<file path="src/rtl/lif_core_pkg.sv">
// Shared types and saturating arithmetic for the LIF core.
// All datapath values are signed DSIZE fixed point; nothing wraps.
package lif_core_pkg;

  localparam int DATA_INT  = 8;
  localparam int DATA_FRAC = 8;
  localparam int DSIZE     = DATA_INT + DATA_FRAC;

  typedef enum logic [2:0] {
    IDLE,
    LOAD,
    ACC,
    CMP,
    DONE
  } lifState_t;

  typedef enum logic [1:0] {
    CFG_WEIGHT = 2'd0,
    CFG_THRESH = 2'd1,
    CFG_BIAS   = 2'd2,
    CFG_RSTPOT = 2'd3
  } cfgSel_t;

  // Two guard bits are enough for the sum of three DSIZE operands.
  localparam logic signed [DSIZE+1:0] WIDE_MAX = {3'b000, {(DSIZE-1){1'b1}}};
  localparam logic signed [DSIZE+1:0] WIDE_MIN = {3'b111, {(DSIZE-1){1'b0}}};

  function automatic logic signed [DSIZE+1:0] sx(input logic signed [DSIZE-1:0] x);
    return $signed({{2{x[DSIZE-1]}}, x});
  endfunction

  function automatic logic signed [DSIZE-1:0] sat_clip(input logic signed [DSIZE+1:0] x);
    if (x > WIDE_MAX) return WIDE_MAX[DSIZE-1:0];
    else if (x < WIDE_MIN) return WIDE_MIN[DSIZE-1:0];
    else return x[DSIZE-1:0];
  endfunction

  function automatic logic signed [DSIZE-1:0] sat_add(input logic signed [DSIZE-1:0] a,
                                                      input logic signed [DSIZE-1:0] b);
    return sat_clip(sx(a) + sx(b));
  endfunction

  function automatic logic signed [DSIZE-1:0] sat_sub(input logic signed [DSIZE-1:0] a,
                                                      input logic signed [DSIZE-1:0] b);
    return sat_clip(sx(a) - sx(b));
  endfunction

  function automatic logic signed [DSIZE-1:0] sat_add3(input logic signed [DSIZE-1:0] a,
                                                       input logic signed [DSIZE-1:0] b,
                                                       input logic signed [DSIZE-1:0] c);
    return sat_clip(sx(a) + sx(b) + sx(c));
  endfunction

endpackage

</file>
<file path="src/rtl/lif_core_spike_out_fifo.sv">
// Synchronous output FIFO for AER spike packets with valid/ready head.
// Depth must be a power of two (>= 2) so the pointers wrap for free.
module spike_out_fifo #(
  parameter int WIDTH = 32,
  parameter int DEPTH = 4
) (
  input  logic             clk,
  input  logic             rst,
  input  logic             push,
  input  logic [WIDTH-1:0] pushData,
  input  logic             ready,
  output logic             valid,
  output logic [WIDTH-1:0] head,
  output logic             full
);

  localparam int PTR_W = (DEPTH > 1) ? $clog2(DEPTH) : 1;
  localparam int CNT_W = $clog2(DEPTH + 1);

  logic [WIDTH-1:0] mem [DEPTH];
  logic [PTR_W-1:0] wrPtr;
  logic [PTR_W-1:0] rdPtr;
  logic [CNT_W-1:0] count;
  logic             doPush;
  logic             doPop;

  // full comes straight from the count register, so a same-cycle pop never
  // opens a slot for a push
  assign valid  = (count != '0);
  assign full   = (count == CNT_W'(DEPTH));
  assign doPush = push && !full;
  assign doPop  = valid && ready;
  assign head   = valid ? mem[rdPtr] : '0;

  always_ff @(posedge clk) begin
    if (rst) begin
      wrPtr <= '0;
      rdPtr <= '0;
      count <= '0;
      for (int i = 0; i < DEPTH; i++) mem[i] <= '0;
    end else begin
      if (doPush) begin
        mem[wrPtr] <= pushData;
        wrPtr      <= wrPtr + 1'b1;
      end
      if (doPop) rdPtr <= rdPtr + 1'b1;
      case ({doPush, doPop})
        2'b10:   count <= count + 1'b1;
        2'b01:   count <= count - 1'b1;
        default: count <= count;
      endcase
    end
  end

endmodule

</file>
<file path="src/rtl/lif_core.sv">
// Time-multiplexed leaky-integrate-and-fire core: one neuron-axon product per
// cycle, one threshold/leak decision per neuron, spikes out as AER packets.
//
// state | meaning
// IDLE  | waiting for start_i; config writes accepted
// LOAD  | spike vector latched, counters cleared
// ACC   | accumulate weight of axon a into neuron n
// CMP   | threshold, fire or leak neuron n; holds while FIFO full on a spike
// DONE  | one-cycle step-complete pulse
module lif_core
  import lif_core_pkg::*;
#(
  parameter int          NUM_NURNS           = 4,
  parameter int          NUM_AXONS           = 4,
  parameter int          NURN_CNT_BIT_WIDTH  = 2,
  parameter int          AXON_CNT_BIT_WIDTH  = 2,
  parameter int          DATA_BIT_WIDTH_INT  = 8,
  parameter int          DATA_BIT_WIDTH_FRAC = 8,
  parameter int          AER_BIT_WIDTH       = 32,
  parameter logic [31:0] AER_BASE            = 32'h0000_0100,
  parameter int          LEAK_SHIFT          = 4,
  parameter int          OUT_FIFO_DEPTH      = 4
) (
  input  logic                                             clk_i,
  input  logic                                             rst_i,
  input  logic                                             start_i,
  input  logic [NUM_AXONS-1:0]                             inSpike_i,
  input  logic                                             cfgWrEn_i,
  input  logic [1:0]                                       cfgSel_i,
  input  logic [NURN_CNT_BIT_WIDTH+AXON_CNT_BIT_WIDTH-1:0] cfgAddr_i,
  input  logic [DATA_BIT_WIDTH_INT+DATA_BIT_WIDTH_FRAC-1:0] cfgData_i,
  output logic                                             spkValid_o,
  input  logic                                             spkReady_i,
  output logic [AER_BIT_WIDTH-1:0]                         SpikePacket_o,
  output logic                                             busy_o,
  output logic                                             stepDone_o,
  output logic                                             overrun_o,
  output logic                                             cfgErr_o
);

  localparam int NUM_CELLS = NUM_NURNS * NUM_AXONS;
  localparam int ADDR_W    = NURN_CNT_BIT_WIDTH + AXON_CNT_BIT_WIDTH;

  logic signed [DSIZE-1:0] weightMem [NUM_CELLS];
  logic signed [DSIZE-1:0] thMem     [NUM_NURNS];
  logic signed [DSIZE-1:0] biasMem   [NUM_NURNS];
  logic signed [DSIZE-1:0] rstPotMem [NUM_NURNS];
  logic signed [DSIZE-1:0] potMem    [NUM_NURNS];

  lifState_t                     state, stateNxt;
  logic [NURN_CNT_BIT_WIDTH-1:0] n, nNxt;
  logic [AXON_CNT_BIT_WIDTH-1:0] a, aNxt;
  logic signed [DSIZE-1:0]       acc, accNxt;
  logic [NUM_AXONS-1:0]          spkBuf;

  logic signed [DSIZE-1:0]  vSum;
  logic signed [DSIZE-1:0]  leaked;
  logic                     fire;
  logic                     potWe;
  logic signed [DSIZE-1:0]  potWrData;
  logic                     fifoPush;
  logic                     fifoFull;
  logic [AER_BIT_WIDTH-1:0] pushPkt;
  logic [NURN_CNT_BIT_WIDTH-1:0] cfgNurn;
  logic                     idle;

  assign idle       = (state == IDLE);
  assign busy_o     = !idle;
  assign stepDone_o = (state == DONE);
  assign cfgNurn    = cfgAddr_i[ADDR_W-1 -: NURN_CNT_BIT_WIDTH];
  assign pushPkt    = AER_BASE[AER_BIT_WIDTH-1:0]
                    | {{(AER_BIT_WIDTH-NURN_CNT_BIT_WIDTH){1'b0}}, n};

  assign vSum   = sat_add3(potMem[n], acc, biasMem[n]);
  assign fire   = (vSum >= thMem[n]);
  assign leaked = (LEAK_SHIFT == 0) ? vSum : sat_sub(vSum, vSum >>> LEAK_SHIFT);

  always_ff @(posedge clk_i) begin
    if (rst_i) state <= IDLE;
    else       state <= stateNxt;
  end

  always_comb begin
    stateNxt  = state;
    nNxt      = n;
    aNxt      = a;
    accNxt    = acc;
    potWe     = 1'b0;
    potWrData = '0;
    fifoPush  = 1'b0;
    case (state)
      IDLE: if (start_i) stateNxt = LOAD;
      LOAD: begin
        nNxt     = '0;
        aNxt     = '0;
        accNxt   = '0;
        stateNxt = ACC;
      end
      ACC: begin
        if (spkBuf[a]) accNxt = sat_add(acc, weightMem[{n, a}]);
        if (a == AXON_CNT_BIT_WIDTH'(NUM_AXONS - 1)) stateNxt = CMP;
        else                                           aNxt     = a + 1'b1;
      end
      CMP: begin
        // a spike with no FIFO room holds the neuron untouched until a slot frees
        if (!(fire && fifoFull)) begin
          fifoPush  = fire;
          potWe     = 1'b1;
          potWrData = fire ? rstPotMem[n] : leaked;
          aNxt      = '0;
          accNxt    = '0;
          if (n == NURN_CNT_BIT_WIDTH'(NUM_NURNS - 1)) begin
            stateNxt = DONE;
          end else begin
            nNxt     = n + 1'b1;
            stateNxt = ACC;
          end
        end
      end
      DONE:    stateNxt = IDLE;
      default: stateNxt = IDLE;
    endcase
  end

  always_ff @(posedge clk_i) begin
    if (rst_i) begin
      n         <= '0;
      a         <= '0;
      acc       <= '0;
      spkBuf    <= '0;
      overrun_o <= 1'b0;
      cfgErr_o  <= 1'b0;
    end else begin
      n         <= nNxt;
      a         <= aNxt;
      acc       <= accNxt;
      overrun_o <= start_i && !idle;
      cfgErr_o  <= cfgWrEn_i && !idle;
      if (idle && start_i) spkBuf <= inSpike_i;
    end
  end

  always_ff @(posedge clk_i) begin
    if (rst_i) begin
      for (int i = 0; i < NUM_CELLS; i++) weightMem[i] <= '0;
      for (int i = 0; i < NUM_NURNS; i++) begin
        thMem[i]     <= '0;
        biasMem[i]   <= '0;
        rstPotMem[i] <= '0;
        potMem[i]    <= '0;
      end
    end else begin
      if (potWe) potMem[n] <= potWrData;
      if (idle && cfgWrEn_i) begin
        case (cfgSel_t'(cfgSel_i))
          CFG_WEIGHT: weightMem[cfgAddr_i] <= cfgData_i;
          CFG_THRESH: thMem[cfgNurn]       <= cfgData_i;
          CFG_BIAS:   biasMem[cfgNurn]     <= cfgData_i;
          CFG_RSTPOT: rstPotMem[cfgNurn]   <= cfgData_i;
          default:    ;
        endcase
      end
    end
  end

  spike_out_fifo #(
    .WIDTH (AER_BIT_WIDTH),
    .DEPTH (OUT_FIFO_DEPTH)
  ) uOutFifo (
    .clk      (clk_i),
    .rst      (rst_i),
    .push     (fifoPush),
    .pushData (pushPkt),
    .ready    (spkReady_i),
    .valid    (spkValid_o),
    .head     (SpikePacket_o),
    .full     (fifoFull)
  );

endmodule

</file>
<file path="config.mk">
export PLATFORM = sky130hd
export DESIGN_NAME = lif_core
export DESIGN_NICKNAME = d
export VERILOG_FILES = /design/src/rtl/lif_core_pkg.sv /design/src/rtl/lif_core_spike_out_fifo.sv /design/src/rtl/lif_core.sv
export SDC_FILE = /design/constraint.sdc
export NUM_CORES = 1
export LEC_CHECK = 0
export CELL_PAD_IN_SITES_DETAIL_PLACEMENT = 0
export CELL_PAD_IN_SITES_GLOBAL_PLACEMENT = 2
export CORE_MARGIN = 10
export CORE_UTILIZATION = 42
export DETAILED_ROUTE_END_ITERATION = 16
export PLACE_DENSITY = 0.87
export SYNTH_ARGS = -nofsm -noshare
export SYNTH_HDL_FRONTEND = slang
export SYNTH_HIERARCHICAL = 1
export SYNTH_SLANG_ARGS = --single-unit
</file>
<file path="constraint.sdc">
create_clock -name clk_i -period 9.64 [get_ports clk_i]
set_input_delay 2.41 -clock clk_i [delete_from_list [all_inputs] [get_ports clk_i]]
set_output_delay 2.41 -clock clk_i [all_outputs]
set_load 0.02 [all_outputs]
</file>
Word level (Yosys, flattened, before mapping)
Memory sizes are Yosys's and may differ from the RTL's. A register that Yosys moved wholly into a read port is not among the register bits.
Cells that the tools add are included.

word-level totals
  bits in registers = 36
  latch bits = 0
  bits in writable memories = 524
  ROM bits = 0
  input bits = 31
  memories = 6

memories
  name          depth  width  rd ports  clocked after memory_dff  wr ports  line                           text
  weightMem     16     16     1         0                         16        lif_core.sv:44                 logic signed [DSIZE-1:0] weightMem [NUM_CELLS];
  biasMem       4      16     1         1                         4         lif_core.sv:46                 logic signed [DSIZE-1:0] biasMem [NUM_NURNS];
  potMem        4      16     1         1                         4         lif_core.sv:48                 logic signed [DSIZE-1:0] potMem [NUM_NURNS];
  rstPotMem     4      16     1         1                         4         lif_core.sv:47                 logic signed [DSIZE-1:0] rstPotMem [NUM_NURNS];
  thMem         4      16     1         1                         4         lif_core.sv:45                 logic signed [DSIZE-1:0] thMem [NUM_NURNS];
  uOutFifo.mem  4      3      1         1                         4         lif_core_spike_out_fifo.sv:20  logic [WIDTH-1:0] mem [DEPTH];

operators by class
  add/sub/neg operators = 10
  multipliers = 0
  div/mod/pow operators = 0
  magnitude comparators = 8
  eq/ne operators = 18
  shift operators = 0
  muxes and demuxes = 83
  bitwise gates (word level) = 0
  reductions and logical operators = 25

operator list
  cell                                                             number
  two-way mux 16 bit                                               16
  OR reduction 16 bit                                              5
  case mux 16 bit (3 select lines)                                 1
  two-way mux 2 bit                                                19
  two-way mux 1 bit                                                35
  adder 16 x 16 -> 17 bit                                          2
  greater-than comparator 17 x 16 -> 1 bit, second input constant  2
  < comparator 17 x 16 -> 1 bit, second input constant             2
  two-way mux 32 bit                                               1
  adder 17 x 16 -> 18 bit                                          1
  greater-than comparator 18 x 16 -> 1 bit, second input constant  1
  < comparator 18 x 16 -> 1 bit, second input constant             1
  subtractor 16 x 12 -> 17 bit                                     1
  >= comparator 16 bit                                             1
  two-way mux 3 bit                                                5
  inequality test 2 bit, second input constant                     6
  case mux 3 bit (4 select lines)                                  1
  AND reduction 3 bit                                              4
  equality test 2 bit, second input constant                       5
  adder 2 x 1 -> 2 bit, second input constant                      4
  logical AND 1 bit                                                7
  equality test 3 x 2 -> 1 bit, second input constant              2
  equality test 3 bit, second input constant                       2
  case mux 2 bit (3 select lines)                                  1
  other kinds (15)                                                 19

Logic depth before layout (Yosys ltp)
Gate-level depths: netlist of the first run.

  depth in word-level cells = 15
  mapped depth = 32
  gate-level depth less buffers = 28

Cells and area by module
The synthesis of the first run kept the hierarchy.

by module, submodules not included
  module          times used  cells each  area each (µm²)
  lif_core        1           1956        27326.2
  spike_out_fifo  1           397         6284.8

Worst setup path before layout of the first run
OpenSTA, ideal clock, no wires.

  kind = register -> register
  start = reg (tool-made name)
  end = mem uOutFifo/mem[2][0] (netlist bit) (enable)
  setup time = 0.466 ns
  arrival = 9.018 ns
  setup slack = 0.157 ns
  stages on the path, launching flop included = 25
  buffers on the path = 4
  period minus slack after synthesis = 9.483 ns
  cells stage by stage = dfxtp_1 -> buf_2 -> buf_2 -> buf_1 -> mux4_2 -> fa_1 -> ha_1 -> fa_1 -> a21o_1 -> a221oi_2 -> a21oi_1 -> o41ai_4 -> nand2b_1 -> and2_1 -> o31ai_4 -> buf_4 -> a21o_1 -> ha_1 -> nand4_1 -> or4_1 -> nand3_1 -> mux2i_4 -> nor3_1 -> or2b_2 -> o21ai_0

RTL lines
  element           line
  end: declaration  lif_core_spike_out_fifo.sv:20

==> flow_metrics.tcl, run 1 <==
set metrics [dict create \
    cp_max_fo 33 \
    stdcell_area_mm2 0.0381 \
    cts_resized 0 \
    met1Wirelength_mm 35.0 \
    hold_viol_final 0 \
    dp_cells 3485 \
    avgRoutedWirePerCell_um 23.3 \
    vias 19900 \
    grt_pass1_wl_mm 126 \
    drive_above_1_share_pct 15.3 \
    hp-class "reg -> reg" \
    status "finished clean" \
    critPathCaptureType "register" \
    crit_chain "mux4_2 -> fa_1 -> ha_1 -> fa_1 -> a21o_1 -> a221oi_2 -> a21oi_1 -> o41ai_4 -> o31ai_1 -> o31ai_4 -> buf_4 -> a21o_1 -> ha_1 -> inv_1 -> fa_1 -> a211oi_1 -> o21bai_1 -> a21oi_2 -> o21bai_1 -> a211oi_1 -> a21oi_2 -> a221oi_1 -> nor2_1" \
    synth-seq-area-share_pct 59.6 \
    drc 0 \
    setup_viol 0 \
    met3_length_mm 6.13 \
    final_nets 2628 \
    startpoint_type "register" \
    htreeDepth 3 \
    vdd_ir_drop_max_mv 0.125 \
    hold_ws_ps 495 \
    finalCritPeriodShare_pct 91.3 \
    ys_ff_latch 680 \
    die_h_um 303 \
    tightest_slew_ps 1290 \
    cts_setup_buffers 0 \
    period_needed_ps 8800 \
    fin_cells 3621 \
    first_pass_iters 5 \
    clock_latency_ps 630 \
    cpMaxStageDelayCell "a221oi_1" \
    finalWeightedCongestion 0.883 \
    synthDistinctLibCells 83 \
    wl_met2_mm 40.4 \
    cts_made_buffers 74 \
    slowest_delay_ps 780 \
    yosysWarnings 6 \
    viasPerCell 5.50 \
    dp_hpwl_mm 55.2 \
    grt_pass1_vias 20100 \
    grt_overflow 0 \
    final.setup.tns_ps 0 \
    place_area_mm2 0.0358 \
    clkTransAtPathRegs_ps 60 \
    synth_area_mm2 0.0336 \
    initial_core_util_pct 42.5 \
    post_synth_inst_count 2353 \
    ys_async_sr_fraction_pct 0 \
    ant_nets 0 \
    crit_type "reg -> reg" \
    area_delta_synth_final_pct 13.4 \
    slew_violations 0 \
    synth-edff-count 640 \
    worst-r2r-setup-slack_ps 840 \
    grt_max_degree 65 \
    rows 103 \
    rr_endpoint "potMem[2][8]$_SDFFCE_PN0P_" \
    rsz0062_at_grt "false" \
    synth_top_area_cell "edfxtp_1" \
    cts.sinks 680 \
    finalPower_mw 7.32 \
    hold_buffers 0 \
    power_leakage_nw 14.6 \
    antenna_found_initial 7 \
    worst_clock_skew_ps 31.7 \
    drt-total-wl_mm 84.3 \
    p_per_area_mw_per_mm2 192 \
    port_buffers 67 \
    max_freq_mhz 114 \
    yosys-top-cells-area "edfxtp_1 (57%), mux4_2 (12%), and2_1 (7.9%)" \
    drtIter0Drc 1839 \
    crit_required_ps 9970 \
    root_buffer "clkbuf_16" \
    grt_use_total_pct 18.3 \
    syn_avg_cell_area_um2 14.3 \
    pin_count 68 \
    endpoint "potMem[2][8]$_SDFFCE_PN0P_" \
    yosys_most_used_dff "edfxtp_1" \
    slew-limit-headroom_pct 13.6 \
    clock_path_buffers 3 \
    cts_tree "done" \
    core_mm2 0.0791 \
    drv_cap 0 \
    r2r_cells 23 \
    cp.arrival_ps 9130 \
    dr.max_layer_used "met4" \
    synth_top_area_share_pct 57.2 \
    critPathMostFrequentCell "fa_1" \
    die_area_mm2 0.0917 \
    die_x_um 303 \
]
[synth_stat cells (all sizes together), types with 26 or more instances]
cell type	number
a21o	28
a21oi	72
and2	423
and2b	26
and3	164
buf	47
clkbuf	122
dfxtp	40
edfxtp	640
ha	66
inv	62
mux4	177
nand2	42
nor2	136
o21ai	47
xnor2	27
[state kept, by name, indices dropped and copies added, names as in the netlist, named ones only]
| register | flops |
|---|---|
| a | 2 |
| acc | 16 |
| biasMem | 64 |
| cfgErr_o | 1 |
| n | 2 |
| overrun_o | 1 |
| potMem | 64 |
| rstPotMem | 64 |
| spkBuf | 4 |
| state | 3 |
| thMem | 64 |
| uOutFifo/count | 3 |
| uOutFifo/mem | 128 |
| uOutFifo/rdPtr | 2 |
| uOutFifo/wrPtr | 2 |
| weightMem | 256 |
[per-stage QoR]
step                utilization, %  setup WS, ps
floorplan                        -           157
global placement              45.3          1000
detailed placement            45.3           910
CTS                           48.2           852
global route                  48.2           274
finish                        48.2           841
[per-layer routing]
layer,up-vias,GRT usage (%)
met1,10100,24.3
met2,631,29.5
met5,-,0
met4,0,6.51
li1,9024,-
met3,143,3.78
[placed cells by master, fill, tap and decap left out, types with 6 or more instances in the layout]
cell type,instances
nand2_1,42
o21bai_1,9
xor2_1,8
dfxtp_1,35
o21ai_0,22
edfxtp_1,640
fa_1,20
and2b_1,26
a21oi_1,70
clkdlybuf4s50_1,66
buf_4,66
a21o_1,28
xnor2_1,27
clkinv_2,8
nand3_1,9
and2_1,423
nand2b_1,8
a211oi_1,12
and3_1,164
o21ai_1,24
nor2_2,6
clkbuf_1,21
ha_1,66
or3_1,6
conb_1,120
o21a_1,10
clkbuf_16,75
clkinv_1,17
a22oi_1,6
a221o_1,8
nor2_1,130
mux4_2,177
nor3_1,7
clkbuf_8,6
nand4_1,8
nor2b_1,16
inv_1,61
[cell type report]
class,instances,area [µm²]
Antenna cell,3,7.51
Clock inverter,31,221
Tap cell,1050,1310
Multi-Input combinational cell,1560,13100
Sequential cell,680,20000
Fill cell,6779,41000
Inverter,62,233
Clock buffer,102,2040
Timing Repair Buffer,133,1160
[power by group]
part           switching [mW]  internal (mW)  leakage [nW]
Sequential             0.0463           3.33          6.94
Combinational           0.817          0.463          6.59
Clock                    1.15           1.51          1.10
Total                    2.02           5.31          14.6
[logic make-up (layout without fill, tap and decap cells)]
| kind of cell | Yosys count | in the layout | share of synthesized area (%) |
|---|---|---|---|
| simple gates | 872 | 872 | 15.3 |
| fa+ha+maj | 86 | 86 | 3.65 |
| flops | 680 | 680 | 59.6 |
| compound gates | 262 | 262 | 5.50 |
| mux | 185 | 185 | 12.2 |
| xor+xnor | 35 | 35 | 0.912 |
| buf+inv | 231 | 328 | 2.93 |
| other cells | 2 | 123 | 0.0223 |
[how the worst min path moves through the flow]
stage,from,end,cells past startpoint
2_1_floorplan,spkBuf[2]$_SDFFE_PP0P_,spkBuf[2]$_SDFFE_PP0P_,2
3_3_place_gp,uOutFifo/rdPtr[1]$_SDFFE_PP0P_,register,2
3_5_place_dp,uOutFifo/rdPtr[1]$_SDFFE_PP0P_,uOutFifo/rdPtr[1]$_SDFFE_PP0P_,2
4_1_cts,uOutFifo/rdPtr[1]$_SDFFE_PP0P_,uOutFifo/rdPtr[1]$_SDFFE_PP0P_,2
5_1_grt,acc[15]$_SDFFE_PP0P_,acc[15]$_SDFFE_PP0P_,1
6_report,spkBuf[0]$_SDFFE_PP0P_,spkBuf[0]$_SDFFE_PP0P_,2
[critical path: cells and delay by family, from the launching register on]
family	cells	cell delay, ps
fa+ha+maj	5	1690
mux	1	610
buf+inv	2	320
compound gates	14	4970
simple gates	1	130
flops	1	770
(Power assumes the default switching activity.)
==> run 2, diff against run 1 <==
--- a/config.mk
+++ b/config.mk
@@ -8,9 +8,9 @@
 export CELL_PAD_IN_SITES_DETAIL_PLACEMENT = 0
 export CELL_PAD_IN_SITES_GLOBAL_PLACEMENT = 2
 export CORE_MARGIN = 10
-export CORE_UTILIZATION = 42
+export CORE_UTILIZATION = 41
 export DETAILED_ROUTE_END_ITERATION = 16
-export PLACE_DENSITY = 0.87
+export PLACE_DENSITY = 0.85
 export SYNTH_ARGS = -nofsm -noshare
 export SYNTH_HDL_FRONTEND = slang
 export SYNTH_HIERARCHICAL = 1
==> flow_metrics.tcl, run 2 (synthesis results as in run 1) <==
set metrics [dict create \
    status "finished clean" \
    vdd_ir_drop_max_mv 0.117 \
    final_common_cell "edfxtp_1" \
    antenna_found_initial 5 \
    worst-r2r-setup-slack_ps 1100 \
    final_nets 2629 \
    hold_depth 2 \
    p_sw_share_pct 27.6 \
    largest_reg_flops 256 \
    drive_above_1_share_pct 15.7 \
    p_comb_share_pct 17.4 \
    cts_resized 0 \
    slew_violations 0 \
    hold_viol_final 0 \
    htreeDepth 3 \
    power_leakage_nw 14.7 \
    dp_cells 3496 \
    slew-limit-headroom_pct 2.67 \
    drt-total-wl_mm 85.8 \
    cts_made_buffers 74 \
    drc 0 \
    first_pass_iters 6 \
    internal_power_mw 5.37 \
    grt_max_degree 65 \
    slowest_delay_ps 820 \
    largest_register "weightMem" \
    tightest_slew_ps 1450 \
    grt_pass1_wl_mm 129 \
    viasPerCell 5.50 \
    clkTransAtPathRegs_ps 60 \
    crit_buf_inv 3 \
    die_x_um 306 \
    cp_max_fo 20 \
    finalWeightedCongestion 0.880 \
    grt_pass1_vias 20200 \
    vias 20000 \
    grt_use_total_pct 18.0 \
    diodes 0 \
    finalCritPeriodShare_pct 88.6 \
    critPathCaptureType "register" \
    cts.sinks 680 \
    r2r_cells 23 \
    rows 104 \
    hp-class "reg -> reg" \
    cp.arrival_ps 8870 \
    rsz0062_at_grt "false" \
    core_mm2 0.0809 \
    port_buffers 67 \
    fin_cells 3626 \
    crit_chain "buf_4 -> mux4_2 -> fa_1 -> ha_1 -> a21o_1 -> a221oi_2 -> a21oi_1 -> o41ai_4 -> o31ai_1 -> o31ai_4 -> buf_4 -> a21o_1 -> ha_1 -> inv_1 -> fa_1 -> a211oi_1 -> o21bai_1 -> a21oi_2 -> o21bai_1 -> a211oi_1 -> a21oi_2 -> a221oi_1 -> nor2_1" \
    crit_type "reg -> reg" \
    die_area_mm2 0.0938 \
    crit_family "compound AO/OA/AOI/OAI gates" \
    root_buffer "clkbuf_16" \
    setup_viol 0 \
    rr_endpoint "potMem[1][6]$_SDFFCE_PN0P_" \
    reg_top3 "weightMem: 256 flops, uOutFifo/mem: 128 flops" \
    cts_setup_buffers 0 \
    avgRoutedWirePerCell_um 23.6 \
    p_sw_mw 2.05 \
    die_h_um 306 \
    p_per_area_mw_per_mm2 194 \
    startpoint_type "register" \
    final.setup.tns_ps 0 \
    area_delta_synth_final_pct 13.6 \
    hp-start "spkBuf[2]$_SDFFE_PP0P_" \
    layout_common_cells "edfxtp_1 (640), and2_1 (423), mux4_2 (177)" \
    clock_path_buffers 3 \
    drtIter0Drc 1839 \
    p_seq_share_pct 45.5 \
    grt_overflow 0 \
    dp_hpwl_mm 55.8 \
    worst_clock_skew_ps 25.6 \
    initial_core_util_pct 41.5 \
    hold_buffers 0 \
    crit_required_ps 9970 \
    cts_tree "done" \
    finalPower_mw 7.42 \
    drv_cap 0 \
    max_freq_mhz 117 \
    pin_count 68 \
    clock_latency_ps 620 \
    cpMaxStageDelayCell "a221oi_1" \
    p_clk_share_pct 37.1 \
    hold_path_end "spkBuf[2]$_SDFFE_PP0P_" \
    hold_ws_ps 495 \
    ant_nets 0 \
    period_needed_ps 8540 \
]
-- run 2: cell types whose count changed in the layout (fill, tap and decap cells not counted), sizes merged --
cell	delta
clkinv	+2
bufinv	+4
diode	-3
buf	+1
clkinvlp	+2
inv	+5
clkbuf	-16
-- run 2: area by class of cell --
| cell class | count | area (µm²) |
|---|---|---|
| Clock buffer | 86 | 1940 |
| Sequential cell | 680 | 20000 |
| Timing Repair Buffer | 134 | 1170 |
| Clock inverter | 44 | 387 |
| Tap cell | 1060 | 1330 |
| Inverter | 62 | 233 |
| Multi-Input combinational cell | 1560 | 13100 |
| Fill cell | 7014 | 42700 |
-- run 2: per-stage QoR --
| stage | setup slack, ps | instance area [µm²] | utilization [%] |
|---|---|---|---|
| global placement | 1380 | 35900 | 44.3 |
| CTS | 1140 | 38200 | 47.2 |
| detailed placement | 1170 | 35900 | 44.3 |
| floorplan | 157 | 34100 | - |
| global route | 585 | 38200 | 47.2 |
| finish | 1100 | 38200 | 47.2 |
-- run 2: per-layer routing --
layer  share of wire, %  vias up  GRT usage, %  wire length [µm]
met5                  0        -             0                 0
met4                2.5        0          5.07              2100
met3                6.7      110          2.94              5790
met2                 48      688          29.5             41300
met1                 43    10100          24.6             36600
li1                   -     9025             -                 -
-- run 2: worst max-delay path by stage --
| stage | start | endpoint | slack [ps] | cells past startpoint |
|---|---|---|---|---|
| global placement | register | potMem[2][6]$_SDFFCE_PN0P_ | 1380 | 23 |
| finish | register | potMem[1][6]$_SDFFCE_PN0P_ | 1100 | 23 |
| global route | register | potMem[1][6]$_SDFFCE_PN0P_ | 580 | 23 |
| CTS | register | potMem[0][9]$_SDFFCE_PN0P_ | 1140 | 22 |
| detailed placement | register | potMem[0][12]$_SDFFCE_PN0P_ | 1170 | 22 |
| floorplan | register | uOutFifo/mem[2][0]$_SDFFCE_PN0P_ | 160 | 24 |
-- run 2: power by group through the flow --
stage | clock network, mW | registers (mW) | logic [mW]
after floorplan | 0 | 3.42 | 0.868
after global placement | 0 | 3.43 | 1.27
after detailed placement | 0 | 3.44 | 1.27
after CTS | 2.80 | 3.38 | 1.28
after global routing | 2.91 | 3.38 | 1.40
final | 2.76 | 3.37 | 1.29
-- run 2: tightest hold or removal path, stage by stage, from the launching register on --
cell and delay, ps:
dfxtp_1 330, mux2i_1 60, nor2_1 70
